## src/rtl/fetch_buffer.sv

```systemverilog
// fetch_buffer: instruction-fetch stage sitting right after the program counter.
// Issues one instruction-memory request at a time, advances the PC on grant,
// and queues each returned word with its fetch address in a small FIFO for decode.
`timescale 1ns/1ps

module fetch_buffer #(
    parameter int DEPTH = 4,
    parameter int CW    = 3
) (
    input  logic          clk,
    input  logic          Async_reset,
    input  logic [31:0]   pc_in,
    output logic          pc_load,
    input  logic          flush,
    output logic          imem_req,
    output logic [31:0]   imem_addr,
    input  logic          imem_gnt,
    input  logic          imem_rvalid,
    input  logic [31:0]   imem_rdata,
    output logic          inst_valid,
    input  logic          inst_ready,
    output logic [31:0]   inst_out,
    output logic [31:0]   inst_pc,
    output logic [CW-1:0] count
);

    localparam int AW = (DEPTH > 1) ? $clog2(DEPTH) : 1;

    typedef enum logic [1:0] {
        IDLE,
        REQ,
        WAIT,
        DROP
    } state_t;

    state_t        state;
    state_t        state_next;
    logic [AW-1:0] rd_ptr;
    logic [AW-1:0] wr_ptr;
    logic [CW-1:0] count_q;
    logic [31:0]   req_pc;
    logic [31:0]   data_mem [DEPTH];
    logic [31:0]   pc_mem   [DEPTH];
    logic          push;
    logic          pop;

    // State register; the reset name is historical, the reset itself is synchronous
    always_ff @(posedge clk) begin
        if (!Async_reset) begin
            state <= IDLE;
        end else begin
            state <= state_next;
        end
    end

    // Next-state logic: IDLE only starts a fetch when a FIFO slot is free, which reserves it
    always_comb begin
        state_next = state;
        case (state)
            IDLE: begin
                if (!flush && (count_q < CW'(DEPTH))) begin
                    state_next = REQ;
                end
            end
            REQ: begin
                if (flush) begin
                    state_next = IDLE;
                end else if (imem_gnt) begin
                    state_next = WAIT;
                end
            end
            WAIT: begin
                if (imem_rvalid) begin
                    state_next = IDLE;
                end else if (flush) begin
                    state_next = DROP;
                end
            end
            DROP: begin
                if (imem_rvalid) begin
                    state_next = IDLE;
                end
            end
            default: state_next = IDLE;
        endcase
    end

    // Output logic: request only in REQ, push only for an unflushed response in WAIT
    always_comb begin
        imem_req = 1'b0;
        push     = 1'b0;
        case (state)
            REQ:     imem_req = !flush;
            WAIT:    push     = imem_rvalid && !flush;
            default: begin
                imem_req = 1'b0;
                push     = 1'b0;
            end
        endcase
    end

    assign pc_load    = imem_req & imem_gnt;
    assign imem_addr  = pc_in;
    assign inst_valid = (count_q != '0);
    assign pop        = inst_valid & inst_ready;
    assign inst_out   = data_mem[rd_ptr];
    assign inst_pc    = pc_mem[rd_ptr];
    assign count      = count_q;

    // Remember the address of the granted request so the response can be tagged with it
    always_ff @(posedge clk) begin
        if (!Async_reset) begin
            req_pc <= '0;
        end else if (pc_load) begin
            req_pc <= pc_in;
        end
    end

    // FIFO pointers and occupancy; a flush empties the queue but a same-cycle pop still counts for decode
    always_ff @(posedge clk) begin
        if (!Async_reset) begin
            rd_ptr  <= '0;
            wr_ptr  <= '0;
            count_q <= '0;
        end else if (flush) begin
            rd_ptr  <= '0;
            wr_ptr  <= '0;
            count_q <= '0;
        end else begin
            if (push) begin
                wr_ptr <= wr_ptr + AW'(1);
            end
            if (pop) begin
                rd_ptr <= rd_ptr + AW'(1);
            end
            if (push && !pop) begin
                count_q <= count_q + CW'(1);
            end else if (pop && !push) begin
                count_q <= count_q - CW'(1);
            end
        end
    end

    // FIFO storage; cleared only by reset, a flush just abandons the old contents
    always_ff @(posedge clk) begin
        if (!Async_reset) begin
            for (int i = 0; i < DEPTH; i++) begin
                data_mem[i] <= '0;
                pc_mem[i]   <= '0;
            end
        end else if (push) begin
            data_mem[wr_ptr] <= imem_rdata;
            pc_mem[wr_ptr]   <= req_pc;
        end
    end

endmodule

```

## config.mk

```make
export PLATFORM = sky130hd
export DESIGN_NAME = fetch_buffer
export DESIGN_NICKNAME = d
export VERILOG_FILES = /design/src/rtl/fetch_buffer.sv
export SDC_FILE = /design/constraint.sdc
export NUM_CORES = 1
export LEC_CHECK = 0
export CORE_MARGIN = 2
export CORE_UTILIZATION = 30
export CTS_BUF_LIST = sky130_fd_sc_hd__clkbuf_2 sky130_fd_sc_hd__clkbuf_4 sky130_fd_sc_hd__clkbuf_8
export CTS_CLUSTER_DIAMETER = 50
export DETAILED_ROUTE_END_ITERATION = 6
export PLACE_DENSITY = 0.57
export SETUP_SLACK_MARGIN = 0.5
export SLEW_MARGIN = 0
export SYNTH_ARGS = -nofsm -noshare
export SYNTH_HDL_FRONTEND = slang
export SYNTH_SLANG_ARGS = --single-unit
```

## constraint.sdc

```tcl
create_clock -name clk -period 6.3 [get_ports clk]
set_input_delay 0.945 -clock clk [delete_from_list [all_inputs] [get_ports clk]]
set_output_delay 0.945 -clock clk [all_outputs]
set_load 0.03 [all_outputs]
```

==> results.md <==
* Number of synthesized flops with an enable pin at 256
* Die ar. at 44850 um^2
* Max Cap Viol at 0
* RSZ-0062 raised after global routing: false
* # fillers at 4058
* Maximum VDD drop at 0.1217 mV
* Main synth FF type: edfxtp_1
* Crit end category: output pin
* CTS Buf Count at 50
* Final HPWL DP at 16.67 mm
* R2R Path Start: state[1]
* Crit path time final at 4279 ps
* Clock buffer depth at 3
* DRT antenna net count at 0
* Mapped Cells at 851
* Root Driver: clkbuf_8
* Layout cell share with drive strength beyond 1 at 16.49%
* Final Hold Fails at 0
* Critical path arrival at 3330 ps
* Clock-pin slew on the worst setup and hold paths at 60 ps
* N_diodes at 0
* Multi-input logic area at 3902 um^2
* Pint at 0.003275 W
* FF-to-FF End: data_mem[0][30]
* Leakage at 5.596 nW
* Final hold slack at 489.4 ps
* Layout area overhead at 23.76%
* Hold buffers post-CTS at 0
* Period utilization at 67.92%
* Buffers on Ports at 171
* DRT iter0 DRCs at 362
* Gr usage total at 13.73%
* Initial antenna violation count at 0
* Slowest cell on the critical path: dfxtp_4
* Area of the mapped netlist at 12950 um^2
* Avg Synthesized Cell Area at 15.22 um^2
* Unique masters post-synth at 36
* Worst Hold Depth at 2
* Crit path cell chain: buf_4, mux4_2, clkdlybuf4s50_1
* Setup slack, reg-to-reg at 3390 ps
* CP peak stage delay at 940 ps
* R2r worst-path depth at 5
* Max Fclk at 0.2337 GHz
* GRT Residual Overflow at 0
* Initial core utilization at 30.20%
* DRT Wirelength at 30.34 mm
* YS warnings at 0
* Setup crit end: inst_pc[25]
* #FFs+latches synth at 299
* Startpoint types: register
* Slew Limit Fails at 0
* CTS resizes at 0
* Htree depth at 2
* DRC viols at 0
* Die X-Extent at 211.8 um
* Gpl congestion at 0.6964
* Clock share of power at 40.6%
* Final core occ at 37.37%
* Combinational power share at 6.4%
* I/O pins at 172
* Switching power at 0.0009207 W
* Drt pass-1 iters at 4
* Core area at 42890 um^2
* Delay-heaviest family, CP: buffers and inverters
* Hold Path Class: reg -> reg
* WP depth at 3
* Worst-Skew Late Latency at 560 ps
* # rows at 76
* Largest net degree at the start of global routing at 71
* Ys async rst share at 0%
* Sequential share of the synthesized area at 66.00%
* Die H at 211.8 um
* Pwr dens at 261.8 nW/um^2
* Switching Share at 21.94%
* Syn Nets at 923
* Post-CTS setup buffer count at 0
* Sequential power share at 53.0%
* Outcome: finished clean
* Drt wl/cell at 18.70 um
* Critical path buffers and inverters at 2
* CTS tree: built
* CP Max Fanout at 41
* CTS Sinks at 299
* Rel. slew slack at 21.62%
* Worst slew pin tran at 1171 ps
* Fin nets at 1070
* WS Path Type: reg -> out
* Register area at 8556 um^2
* Number of global-route vias before repair at 7651
* Final setup viols at 0
* Crit path required time at 5350 ps
* First-pass GRT wire length at 46.12 mm
* HP Start: req_pc[18]
* Clock skew at 11.69 ps
* Vias/cell at 4.391
* Via count at 7122
## cells by family after synthesis
kind of cell,share of synthesized area [%]
buf+inv,4.183
fa+ha+maj,0.2512
xor+xnor,0.3381
flops,66.00
compound gates,1.749
simple gates,16.19
mux,11.28
## cell type report
class | instances | share of cell area [%]
clock buffers | 75 | 5.660
multi-input cells | 462 | 24.35
flip-flops and latches | 299 | 53.38
repair buffers | 182 | 11.40
clock inverters | 16 | 0.5777
well taps | 585 | 4.567
inverters | 3 | 0.07026
## worst min path at each step
stage,to
finish,req_pc[18]
global route,req_pc[24]
CTS,req_pc[12]
detailed placement,req_pc[12]
global placement,req_pc[6]
floorplan,req_pc[0]
## state kept, by name, summed over array words and instances, names as in the netlist, named ones only
signal and cells:
state 2, count 3, rd_ptr 2, req_pc 32, wr_ptr 2, data_mem 128
pc_mem 128
## power by group through the flow
stage / logic, W / clock network (W) / registers, W
after global placement: 0.000273 / 0 / 0.00226
final: 0.000268 / 0.00170 / 0.00222
after CTS: 0.000275 / 0.00177 / 0.00223
after floorplan: 0.000142 / 0 / 0.00227
after global routing: 0.000285 / 0.00185 / 0.00223
after detailed placement: 0.000273 / 0 / 0.00227
## cell usage after synthesis, types with 2 or more instances
cell	n	share of area, %
clkbuf_2	12	0.46
buf_2	13	0.50
buf_1	2	0.058
a21oi_1	2	0.077
and2_1	257	12
nor2_1	7	0.20
buf_6	6	0.52
dfxtp_1	43	6.6
nand2b_1	3	0.14
buf_4	34	2.0
clkbuf_1	20	0.58
nor3_4	2	0.25
o21ai_0	37	1.4
mux4_2	64	11
inv_1	3	0.087
xor2_1	4	0.27
edfxtp_1	256	59
mux2i_1	2	0.15
nor2b_1	2	0.097
or3_1	3	0.14
nand2_1	33	0.96
nand3_1	32	1.2
## cells in the final DEF, fill, tap and decap left out, types with 2 or more instances in the layout
cell type and count:
nand2b_4 2, clkdlybuf4s50_1 170, nand2b_1 2, nand2_1 33, nor3_4 2, clkinv_2 5, buf_12 3, a21oi_1 2
clkinv_1 10, o21ai_0 34, mux4_2 64, nor2_1 7, o21ai_4 3, xor2_1 4, dfxtp_4 2, nand3_1 32
inv_1 3, dfxtp_1 41, clkbuf_8 55, nor2b_1 2, buf_4 8, mux2i_1 2, edfxtp_1 256, and2_1 257
clkbuf_4 20, or3_1 3
## worst min-delay path: cells and delay by family (launching register included)
kind	cells	cell delay [ps]
compound gates	1	60
flops	1	330
simple gates	1	60
## stage by stage
stage | TNS, ps | worst slack [ps] | instances | area, um^2 | total power [W]
after floorplan | -9665 | -50.38 | 851 | 12950 | 0.002410
after global placement | 0 | 2234 | 1531 | 15030 | 0.002537
after detailed placement | 0 | 2222 | 1531 | 15030 | 0.002540
after CTS | 0 | 1825 | 1622 | 16030 | 0.004267
after global routing | 0 | 1708 | 1622 | 16030 | 0.004363
final | 0 | 2021 | 1622 | 16030 | 0.004196
## per-layer routing
metal	global-route usage [%]	vias to the layer above	routed length, um
met3	2.715	48	1272
met1	18.94	3533	14300
li1	-	3362	-
met4	3.715	0	477
met5	0	-	0
met2	22.11	179	14290
No activity file was read; power rests on OpenSTA's default activity.
